==> src/rtl/apbDecode_package.sv <==
// Shared arbitration types and default sizing for memory-port arbiters.
// Used by mem_port_arbiter and its round-robin picker.
package apbDecode_package;

    typedef enum logic {
        ARB_IDLE,
        ARB_LOCKED
    } arbState_t;

    localparam int MEM_ARB_NUM_REQ  = 4;
    localparam int MEM_ARB_LOCK_TMO = 16;

endpackage

==> src/rtl/rr_pick.sv <==
// Combinational round-robin picker: first set request at or above the pointer,
// wrapping at N. Returns a one-hot grant, its index and an any-grant flag.
module rr_pick #(
    parameter int N  = 4,
    parameter int IW = 2
) (
    input  logic [N-1:0]  i_req,
    input  logic [IW-1:0] i_ptr,
    output logic [N-1:0]  o_grant,
    output logic [IW-1:0] o_idx,
    output logic          o_any
);

    function automatic logic [IW-1:0] wrap_add(input logic [IW-1:0] p,
                                               input int k);
        int s;
        s = int'(p) + k;
        if (s >= N) s = s - N;
        return IW'(s);
    endfunction

    logic [IW-1:0] w_j;

    always_comb begin
        o_grant = '0;
        o_idx   = '0;
        o_any   = 1'b0;
        w_j     = '0;
        for (int k = 0; k < N; k++) begin
            w_j = wrap_add(i_ptr, k);
            if (!o_any && i_req[w_j]) begin
                o_any        = 1'b1;
                o_idx        = w_j;
                o_grant[w_j] = 1'b1;
            end
        end
    end

endmodule

==> src/rtl/mem_port_arbiter.sv <==
// Round-robin arbiter sharing one memory port, with per-request locking,
// lock timeout, a registered command and read-data routing back to the issuer.
module mem_port_arbiter
    import apbDecode_package::*;
#(
    parameter int NUM_REQ  = MEM_ARB_NUM_REQ,
    parameter int ADDR_W   = 8,
    parameter int DATA_W   = 37,
    parameter int RD_LAT   = 1,
    parameter int LOCK_TMO = MEM_ARB_LOCK_TMO
) (
    input  logic                      clk,
    input  logic                      rst,
    input  logic [NUM_REQ-1:0]        req_valid,
    input  logic [NUM_REQ-1:0]        req_write,
    input  logic [NUM_REQ-1:0]        req_lock,
    input  logic [NUM_REQ*ADDR_W-1:0] req_addr,
    input  logic [NUM_REQ*DATA_W-1:0] req_wdata,
    output logic [NUM_REQ-1:0]        req_ready,
    output logic [NUM_REQ-1:0]        rsp_valid,
    output logic [DATA_W-1:0]         rsp_rdata,
    output logic                      mem_en,
    output logic                      mem_write,
    output logic [ADDR_W-1:0]         mem_addr,
    output logic [DATA_W-1:0]         mem_wdata,
    input  logic [DATA_W-1:0]         mem_rdata,
    output logic                      lock_err
);

    localparam int IW = $clog2(NUM_REQ);
    localparam int TW = $clog2(LOCK_TMO + 1);

    arbState_t     r_state, w_state_nxt;
    logic [IW-1:0] r_ptr, w_ptr_nxt;
    logic [IW-1:0] r_owner, w_owner_nxt;
    logic [TW-1:0] r_tmo, w_tmo_nxt;
    logic          r_lock_err, w_lock_to;

    logic [NUM_REQ-1:0] w_mask, w_grant;
    logic [IW-1:0]      w_idx;
    logic               w_xfer;

    logic [ADDR_W-1:0] w_addr_arr [NUM_REQ];
    logic [DATA_W-1:0] w_data_arr [NUM_REQ];

    logic              r_mem_en, r_mem_write;
    logic [ADDR_W-1:0] r_mem_addr;
    logic [DATA_W-1:0] r_mem_wdata;

    logic [RD_LAT:0] r_pv;
    logic [IW-1:0]   r_pid [RD_LAT+1];

    for (genvar g = 0; g < NUM_REQ; g++) begin : g_unpack
        assign w_addr_arr[g] = req_addr[g*ADDR_W +: ADDR_W];
        assign w_data_arr[g] = req_wdata[g*DATA_W +: DATA_W];
    end

    function automatic logic [IW-1:0] inc_wrap(input logic [IW-1:0] x);
        return (x == IW'(NUM_REQ - 1)) ? '0 : x + 1'b1;
    endfunction

    // While locked, only the owner's request is visible to the picker.
    always_comb begin
        w_mask = req_valid;
        if (r_state == ARB_LOCKED)
            w_mask = req_valid & (NUM_REQ'(1) << r_owner);
    end

    rr_pick #(
        .N  (NUM_REQ),
        .IW (IW)
    ) u_pick (
        .i_req   (w_mask),
        .i_ptr   (r_ptr),
        .o_grant (w_grant),
        .o_idx   (w_idx),
        .o_any   (w_xfer)
    );

    assign req_ready = w_grant;

    always_comb begin
        w_state_nxt = r_state;
        w_ptr_nxt   = r_ptr;
        w_owner_nxt = r_owner;
        w_tmo_nxt   = r_tmo;
        w_lock_to   = 1'b0;
        unique case (r_state)
            ARB_IDLE: begin
                if (w_xfer) begin
                    w_ptr_nxt = inc_wrap(w_idx);
                    if (req_lock[w_idx]) begin
                        w_state_nxt = ARB_LOCKED;
                        w_owner_nxt = w_idx;
                        w_tmo_nxt   = '0;
                    end
                end
            end
            ARB_LOCKED: begin
                if (w_xfer) begin
                    w_tmo_nxt = '0;
                    if (!req_lock[r_owner]) begin
                        w_state_nxt = ARB_IDLE;
                        w_ptr_nxt   = inc_wrap(r_owner);
                    end
                end else if (r_tmo >= TW'(LOCK_TMO - 1)) begin
                    w_state_nxt = ARB_IDLE;
                    w_ptr_nxt   = inc_wrap(r_owner);
                    w_tmo_nxt   = TW'(LOCK_TMO);
                    w_lock_to   = 1'b1;
                end else begin
                    w_tmo_nxt = r_tmo + 1'b1;
                end
            end
        endcase
    end

    always_ff @(posedge clk or posedge rst) begin
        if (rst) begin
            r_state    <= ARB_IDLE;
            r_ptr      <= '0;
            r_owner    <= '0;
            r_tmo      <= '0;
            r_lock_err <= 1'b0;
        end else begin
            r_state    <= w_state_nxt;
            r_ptr      <= w_ptr_nxt;
            r_owner    <= w_owner_nxt;
            r_tmo      <= w_tmo_nxt;
            r_lock_err <= w_lock_to;
        end
    end

    always_ff @(posedge clk or posedge rst) begin
        if (rst) begin
            r_mem_en    <= 1'b0;
            r_mem_write <= 1'b0;
            r_mem_addr  <= '0;
            r_mem_wdata <= '0;
        end else begin
            r_mem_en    <= w_xfer;
            r_mem_write <= w_xfer & req_write[w_idx];
            if (w_xfer) begin
                r_mem_addr  <= w_addr_arr[w_idx];
                r_mem_wdata <= w_data_arr[w_idx];
            end
        end
    end

    // Requester id follows each read through the command and memory stages.
    always_ff @(posedge clk or posedge rst) begin
        if (rst) begin
            r_pv <= '0;
            for (int k = 0; k <= RD_LAT; k++)
                r_pid[k] <= '0;
        end else begin
            r_pv     <= {r_pv[RD_LAT-1:0], w_xfer & ~req_write[w_idx]};
            r_pid[0] <= w_idx;
            for (int k = 1; k <= RD_LAT; k++)
                r_pid[k] <= r_pid[k-1];
        end
    end

    assign rsp_valid = r_pv[RD_LAT] ? (NUM_REQ'(1) << r_pid[RD_LAT]) : '0;
    assign rsp_rdata = mem_rdata;
    assign mem_en    = r_mem_en;
    assign mem_write = r_mem_write;
    assign mem_addr  = r_mem_addr;
    assign mem_wdata = r_mem_wdata;
    assign lock_err  = r_lock_err;

endmodule

==> config.mk <==
export PLATFORM = sky130hd
export DESIGN_NAME = mem_port_arbiter
export DESIGN_NICKNAME = d
export VERILOG_FILES = /design/src/rtl/apbDecode_package.sv /design/src/rtl/rr_pick.sv /design/src/rtl/mem_port_arbiter.sv
export SDC_FILE = /design/constraint.sdc
export NUM_CORES = 1
export LEC_CHECK = 0
export ABC_AREA = 1
export CORE_AREA = 5 5 123 125
export CTS_BUF_LIST = sky130_fd_sc_hd__clkbuf_4 sky130_fd_sc_hd__clkbuf_8
export DETAILED_ROUTE_END_ITERATION = 10
export DIE_AREA = 0 0 128 130
export HOLD_SLACK_MARGIN = 0.03
export PLACE_DENSITY = 0.86
export REMOVE_ABC_BUFFERS = 1
export SLEW_MARGIN = 20
export SYNTH_ARGS = -nofsm -noshare
export SYNTH_HDL_FRONTEND = slang
export SYNTH_SLANG_ARGS = --single-unit
==> constraint.sdc <==
create_clock -name clk -period 3.6 [get_ports clk]
set_input_delay 0.54 -clock clk [delete_from_list [all_inputs] [get_ports clk]]
set_output_delay 0.54 -clock clk [all_outputs]
set_load 0.01 [all_outputs]
# Word-level counts from Yosys, hierarchy flattened
# Cells that the tools add are included.
[word_totals]
register_bits = 64
inputBits = 231
out_inout_bits = 93
[classes]
addsub = 10
n_lt_le_gt_ge = 16
eq_ne = 6
n_shift = 2
mux = 67
bitwise_logic = 9
reduce_logical = 13
[ops]
columns = ["op", "n"]
rows = [
  ["binary-select mux 37 bit (select 2 bit)", 1],
  ["two-way mux 37 bit", 2],
  ["two-way mux 2 bit", 14],
  ["two-way mux 4 bit", 6],
  ["two-way mux 1 bit", 23],
  ["two-way mux 5 bit", 4],
  ["< comparator 2 x 3 -> 1 bit, second input constant", 6],
  ["binary-select mux 8 bit (select 2 bit)", 1],
  ["two-way mux 8 bit", 2],
  ["binary-select mux 1 bit (select 2 bit)", 7],
  [">= comparator 3 bit, second input constant", 4],
  ["bitwise OR 4 bit", 3],
  ["case mux 5 bit (2 select lines)", 1],
  ["demux 1 bit (select 2 bit)", 4],
  [">= comparator 2 x 1 -> 1 bit, second input constant", 4],
  ["<< shifter 1 x 2 -> 4 bit, first input constant", 2],
  ["subtractor 2 x 1 -> 2 bit, second input constant", 4],
  ["logical AND 1 bit", 7],
  ["adder 2 x 2 -> 3 bit, second input constant", 2],
  ["AND reduction 3 bit", 2],
  ["adder 5 x 1 -> 5 bit, second input constant", 1],
  [">= comparator 5 x 4 -> 1 bit, second input constant", 1],
  ["adder 2 x 1 -> 2 bit, second input constant", 2],
  ["AND 4 bit", 1],
  ["13 further kinds", 19],
]

# Longest topological paths before layout
# Gate-level depths: netlist of run 1.
[depth]
ltp_word = 20
mapped_depth = 20

# Hierarchy
# Synthesis of run 1 repeated with hierarchy kept, for this count alone.
[unflattened]
hier_cells = 678
area_unflattened_um2 = 4621.9
[modules_own_cells]
columns = ["module", "instances", "cells_per_inst", "area_each_um2"]
rows = [
  ["mem_port_arbiter", 1, 604, 4181.5],
  ["rr_pick", 1, 74, 440.4],
]

# Least setup slack after synthesis of run 1
# Ideal clock, no wire load.
[synth_timing]
kind = "flip-flop to output port"
startpoint = "reg r_ptr[0]"
endpoint = "out req_ready[0]"
arrival_ns = 1.724
t_required_ns = 3.060
slack_ns = 1.336
stages_incl_launch_ff = 10
path_cell_list = "dfrtp_1 -> inv_2 -> ha_1 -> inv_1 -> nand3_1 -> nand2_1 -> nand3_2 -> nor2_2 -> inv_1 -> o21ai_0"
[synth_between]
elab_chain_cells = 14
elab_cells_between_ends = 59
classes_between = "add/sub: 7; order compare: 12; mux: 27; bitwise: 3; reduce/logical: 10"
[synth_lines]
columns = ["element", "line", "source"]
rows = [
  ["from (decl)", "mem_port_arbiter.sv:34", "logic [IW-1:0] r_ptr, w_ptr_nxt;"],
  ["from (signal assigned)", "mem_port_arbiter.sv:127", "r_ptr <= w_ptr_nxt;"],
  ["branches (longest 13 deep; another with adder 2 x 1 -> 3 bit)", "--", ""],
  ["two-way mux 4 bit *", "rr_pick.sv:31", "if (!o_any && i_req[w_j]) begin"],
  ["to (decl)", "mem_port_arbiter.sv:19", "output logic [NUM_REQ-1:0] req_ready,"],
]
# Mark *: on every way between the ends. The select of a mux whose other input is x is not followed.

# Final worst setup path of run 1
[layout_timing]
startpoint = "reg r_ptr[0]"
endpoint = "out req_ready[3]"
# The elaborated chain is that of the path after synthesis.

==> results of run 1 <==
-- flip-flops by register name, summed over array words and instances, names as in the netlist --
register and flops:
r_pid 4, mem_en 1, r_tmo 5, lock_err 1, r_ptr 2, mem_wdata 37, r_pv 2, r_owner 2
r_state 1, mem_write 1, mem_addr 8
-- worst reg2reg max path, cell delays in order, from the launching register on --
cell	delay [ns]
dfrtp_1	0.50
inv_2	0.16
ha_1	0.39
inv_1	0.10
nand2_1	0.08
nand2_1	0.09
nor2_1	0.22
nand3_2	0.23
nand3_4	0.19
buf_12	0.27
nand2_1	0.09
nand3_1	0.08
nand3_1	0.20
nand3_1	0.14
nand2_1	0.05
-- cell usage after synthesis --
| master | instances | share of area [%] |
|---|---|---|
| nor2_1 | 97 | 7.3 |
| or2_1 | 1 | 0.13 |
| nand3_1 | 31 | 3.1 |
| o211ai_1 | 48 | 7.3 |
| dfrtp_1 | 64 | 32 |
| nand2_2 | 3 | 0.38 |
| nand2_1 | 275 | 21 |
| inv_1 | 75 | 5.7 |
| a21oi_1 | 9 | 0.91 |
| nand4_1 | 4 | 0.50 |
| buf_2 | 17 | 1.7 |
| o21ai_2 | 1 | 0.18 |
| or2_2 | 1 | 0.13 |
| nor3_1 | 6 | 0.61 |
| o21ai_1 | 18 | 1.8 |
| nor2_2 | 1 | 0.13 |
| clkbuf_1 | 12 | 0.91 |
| o21ai_0 | 38 | 3.8 |
| buf_1 | 4 | 0.30 |
| ha_1 | 10 | 2.5 |
| nand3_2 | 5 | 1.0 |
| buf_6 | 5 | 1.1 |
| o22ai_1 | 5 | 0.63 |
| inv_2 | 4 | 0.30 |
| buf_4 | 42 | 6.4 |
-- where the power goes --
| group | internal (uW) | switching [uW] |
|---|---|---|
| Combinational | 2960 | 4880 |
| Clock | 413 | 305 |
| Sequential | 1190 | 223 |
| Total | 4560 | 5400 |
-- final cells by class --
class                      instances  share of cell area [%]
timing repair buffer             259                    34.6
multi-input combinational        553                    34.1
sequential                        64                    21.3
inverter                          79                    3.94
tap                              180                    2.99
clock buffer                      10                    1.83
clock inverter                     6                    1.21
-- kinds of logic (layout without fill, tap and decap cells) --
family                     after synthesis  in the layout  synth area share (%)
adders and majority gates               10             10                  2.52
AOI/OAI and AO/OA                      119            119                  14.6
and+or+nand+nor                        424            424                  34.2
buffers and inverters                  159            354                  16.4
DFF                                     64             64                  32.3
-- placed cells by master, fill, tap and decap left out, types with 3 or more instances in the layout --
cell and n:
nand2_1 275, clkdlybuf4s50_1 249, nor2_1 97, inv_1 74, dfrtp_1 64, o211ai_1 48, o21ai_0 38, nand3_1 30
o21ai_1 18, ha_1 10, clkbuf_8 10, a21oi_1 9, buf_4 7, nor3_1 6, inv_2 5, nand3_2 5
o22ai_1 5, nand4_1 4, nand2_2 3, buf_12 3
-- routing by layer --
layer	GRT usage, %	up-vias
met5	5.00	-
met4	6.12	2
met3	13.1	28
met2	36.8	276
met1	24.4	2452
li1	-	2800
-- path summary, 6_finish.rpt --
| path | startpoint | to | slack (ns) | cells after the start |
|---|---|---|---|---|
| worst max register to register | r_ptr[0] | r_tmo[2] | 0.70 | 14 |
| worst min-delay path | r_pid[2] | r_pid[0] | 0.35 | 0 |
| worst min register to register | r_pid[2] | r_pid[0] | 0.35 | 0 |
| min in group asynchronous | rst | mem_write | 0.71 | 2 |
| worst max-delay path | r_ptr[0] | req_ready[3] | 0.22 | 10 |
| max in group asynchronous | rst | mem_wdata[13] | 2.13 | 3 |
-- per-stage QoR --
| step | setup TNS, ns | utilization, % | power [uW] |
|---|---|---|---|
| after global placement | 0 | 53.0 | 9120 |
| after floorplan | -101.85 | - | 5880 |
| after detailed placement | 0 | 53.0 | 9360 |
| final | 0 | 54.6 | 9960 |
| after global routing | 0 | 54.6 | 11200 |
| after CTS | 0 | 54.6 | 10100 |
==> results.toml, run 1 <==
[run_status]
outcome = "completed"

[final_layout]
fin_nets = 1207
seq_area_sq_mm = 0.00160
antenna_cells = 0
stdcell_count = 1151
area_delta_synth_final_pct = 51.7
multiInputGateArea_sq_mm = 0.00256
final_cell_area_sq_mm = 0.00752
drive_gt1_share_pct = 4.43
fill_cells = 1354

[die]
fp.coreArea_sq_mm = 0.0138
initial_utilization_pct = 36.0
io_pins = 324
rows = 43
die_h_um = 130
die_area_sq_mm = 0.0166
die_w_um = 128

[worst_setup_path]
crit_arrival_ns = 2.84
cp.required_ns = 3.06
crit_buf_inv = 4
worstPathMaxFanout = 8
criticalPathCategory = "reg2out"
critPathTopFamily = "buffers and inverters"
critPathMaxStageDelay_ns = 0.56
cp_slowest_cell = "clkdlybuf4s50_1"
crit_path_start_kind = "flop"
crit_path_end_kind = "output pin"
crit_top_cell = "inv_1"
crit_chain = "inv_2 -> ha_1 -> inv_1 -> nand3_1 -> nand2_1 -> nand3_2 -> nor2_2 -> inv_1 -> o21ai_0 -> clkdlybuf4s50_1"

[routing]
via_per_inst = 4.83
drc = 0
wl_met2_um = 8710
routedLengthMet1_um = 7060
wire_per_inst_um = 16.5
detail-route-antenna-nets = 0
vias = 5558
drt_iter0_markers = 341
highest_layer = "met5"
wl_met3_um = 2850
totalWireLength_um = 19000
dr.pass1.iters = 5

[grt]
grt_pass1_vias = 5345
grt.overflow.total = 0
grt_max_degree = 97
antenna_found_initial = 0
grt_first_pass_wirelength_um = 28500
track_usage_pct = 22.4

[logic_synthesis]
ys_seq_elements = 64
yosysWarnings = 0
synth_area_sq_mm = 0.00496
synthDistinctLibCells = 25
yosysSeqAreaShare_pct = 32.3
avgSynthCellArea_sq_um = 6.39
synth_cells = 776

[placement]
gp_congestion = 0.904
place_area_sq_mm = 0.00729
placedCellCount = 1135
dp_hpwl_um = 15400
portBuffers = 249
place_ws_ns = 0.557

[cts]
cts_resized = 0
cts-root-buf = "clkbuf_8"
clkSlewWorstSetupHoldPaths_ns = 0.08
clkSinkCount = 64
hold_buffers = 0
clkLatencyLatePin_ns = 0.34
max-clock-path-buffers = 2
cts_setup_buffers = 0
cts_max_level = 3
cts_made_buffers = 9
cts_tree = "yes"

[sta]
worst_slack_ns = 0.217
period_minus_slack_ns = 3.38
tightest_slew_ns = 0.908
hold_viol = 0
max_freq_mhz = 296
max_slew_margin_pct = 39.4
timing.final.crit_share_pct = 94.0
rsz0062_at_grt = "no"
holdWs_ns = 0.352
fin_skew_ns = 0.00785
setup_viol = 0
slew_viol_final = 0

[worst_hold_path]
hold_path_class = "reg2reg"

[power_and_ir_drop]
p_per_area_mw_per_mm2 = 1320
peakVddDrop_mv = 0.866
leakage_uw = 0.00366

[flow_run]
cap_violations = 0
Power figures use the tool's default switching activity.
==> inputs of run 2 (changes only) <==
CTS_CLUSTER_SIZE = 30   (was unset)
==> results of run 2 <==
The final DEF is identical to that of run 1; final timing and power are the same.
==> inputs of run 3 (changes only) <==
--- a/config.mk
+++ b/config.mk
@@ -10,3 +10,3 @@
 export CTS_BUF_LIST = sky130_fd_sc_hd__clkbuf_4 sky130_fd_sc_hd__clkbuf_8
-export CTS_CLUSTER_SIZE = 30
+export CTS_CLUSTER_SIZE = 28
 export DETAILED_ROUTE_END_ITERATION = 10
--- a/constraint.sdc
+++ b/constraint.sdc
@@ -3,2 +3,2 @@
 set_output_delay 0.54 -clock clk [all_outputs]
-set_load 0.01 [all_outputs]
+set_load 0.02 [all_outputs]
==> run 3 against run 2 <==
- global-route usage down 0.18 points
- setup slack better by 0.034 ns
- fmax up 1.0%
- first-iteration DRC count up 5.3%
==> results.toml, run 3 (synthesis gave the netlist of run 1 again) <==
[run_status]
outcome = "completed"

[cts]
cts_tree = "yes"
cts_setup_buffers = 0
cts-root-buf = "clkbuf_8"
hold_buffers = 0
cts_made_buffers = 9
cts_max_level = 3
cts_resized = 0
max-clock-path-buffers = 2
clkSinkCount = 64
clkLatencyLatePin_ns = 0.34
clkSlewWorstSetupHoldPaths_ns = 0.07

[worst_setup_path]
crit_arrival_ns = 2.81
critPathMaxStageDelay_ns = 0.63
cp.depth = 10
crit_path_end_kind = "output pin"
cp.required_ns = 3.06
cp_slowest_cell = "clkdlybuf4s50_1"
critPathTopFamily = "buffers and inverters"
crit_chain = "inv_1 -> ha_1 -> inv_1 -> nand3_1 -> nand2_1 -> nand3_2 -> nor2_2 -> inv_1 -> o21ai_0 -> clkdlybuf4s50_1"
crit_top_cell = "inv_1"
criticalPathCategory = "reg2out"
crit_path_start_kind = "flop"
crit_buf_inv = 4
reg2reg_depth = 17
worstPathMaxFanout = 7

[grt]
track_usage_pct = 22.2
grt_first_pass_wirelength_um = 28400
grt.overflow.total = 0
grt_pass1_vias = 5378
grt_max_degree = 72
antenna_found_initial = 0

[routing]
vias = 5552
drt_iter0_markers = 359
via_per_inst = 4.83
dr.pass1.iters = 5
wire_per_inst_um = 16.4
drc = 0
detail-route-antenna-nets = 0
totalWireLength_um = 18900

[sta]
slew_viol_final = 0
period_minus_slack_ns = 3.35
max_slew_margin_pct = 45.6
tightest_slew_ns = 0.817
timing.final.crit_share_pct = 93.0
hold_viol = 0
max_freq_mhz = 299
rsz0062_at_grt = "no"
worst_slack_ns = 0.251
setup_viol = 0
fin_skew_ns = 0.00834

[final_layout]
fin_nets = 1207
area_delta_synth_final_pct = 50.8
fill_cells = 1347
layout.cells.most_common_list = "nand2_1 (275), clkdlybuf4s50_1 (247), nor2_1 (97), inv_1 (74), dfrtp_1 (62)"
final_cell_area_sq_mm = 0.00748
antenna_cells = 0
finish.utilization_pct = 54.3
seq_area_sq_mm = 0.00160
largest_register_ffs = 37
multiInputGateArea_sq_mm = 0.00256
drive_gt1_share_pct = 4.54
final_common_cell = "nand2_1"

[placement]
place_ws_ns = 0.437
dp_hpwl_um = 15200
place_area_sq_mm = 0.00729
portBuffers = 249
gp_congestion = 0.933

[worst_hold_path]
hold_path_class = "reg2reg"
hold_depth = 0

[die]
initial_utilization_pct = 36.0
die_area_sq_mm = 0.0166
die_w_um = 128
die_h_um = 130
io_pins = 324
rows = 43
fp.coreArea_sq_mm = 0.0138

[flow_run]
cap_violations = 0
## run 3: cell types whose count changed in the layout (fill, tap and decap cells not counted), sizes merged
cell           before  now
dlymetal6s2s        0    2
clkbuf             10   12
inv                80   79
clkinv              3    2
clkinvlp            0    1
bufinv              2    0
clkdlybuf4s50     249  247
## run 3: through the flow
stage,TNS [ns],hold WS (ns),std cells
floorplan,-101.85,0.331,696
global placement,0,0.336,1135
detailed placement,0,0.336,1135
CTS,0,0.352,1150
global route,0,0.358,1150
finish,0,0.343,1150
## run 3: layout make-up
class | count | area share [%]
flip-flops and latches | 64 | 21.5
clock buffers | 12 | 2.13
multi-input cells | 553 | 34.3
well taps | 180 | 3.01
repair buffers | 259 | 34.9
clock inverters | 3 | 0.234
inverters | 79 | 3.97
## run 3: per-layer routing
metal | vias to the layer above | GRT usage [%] | routed length (um)
li1 | 2797 | - | -
met1 | 2456 | 24.0 | 7140
met2 | 274 | 36.6 | 8490
met3 | 23 | 12.9 | 2840
met4 | 2 | 6.55 | 298
met5 | - | 5.00 | 115
## run 3: final timing paths
kind                            start           end  slack, ns
setup / recovery             r_ptr[1]  req_ready[0]       0.25
hold / removal               r_pid[2]      r_pid[0]       0.34
setup reg to reg           r_owner[0]      r_tmo[3]       0.79
hold reg to reg              r_pid[2]      r_pid[0]       0.34
max in group asynchronous         rst      r_ptr[0]       2.27
min in group asynchronous         rst   mem_addr[5]       0.76
Power of run 3 is left out: the tool's default activity adds up to more than one toggle a clock period on the data nets, which glitch-free logic cannot reach.
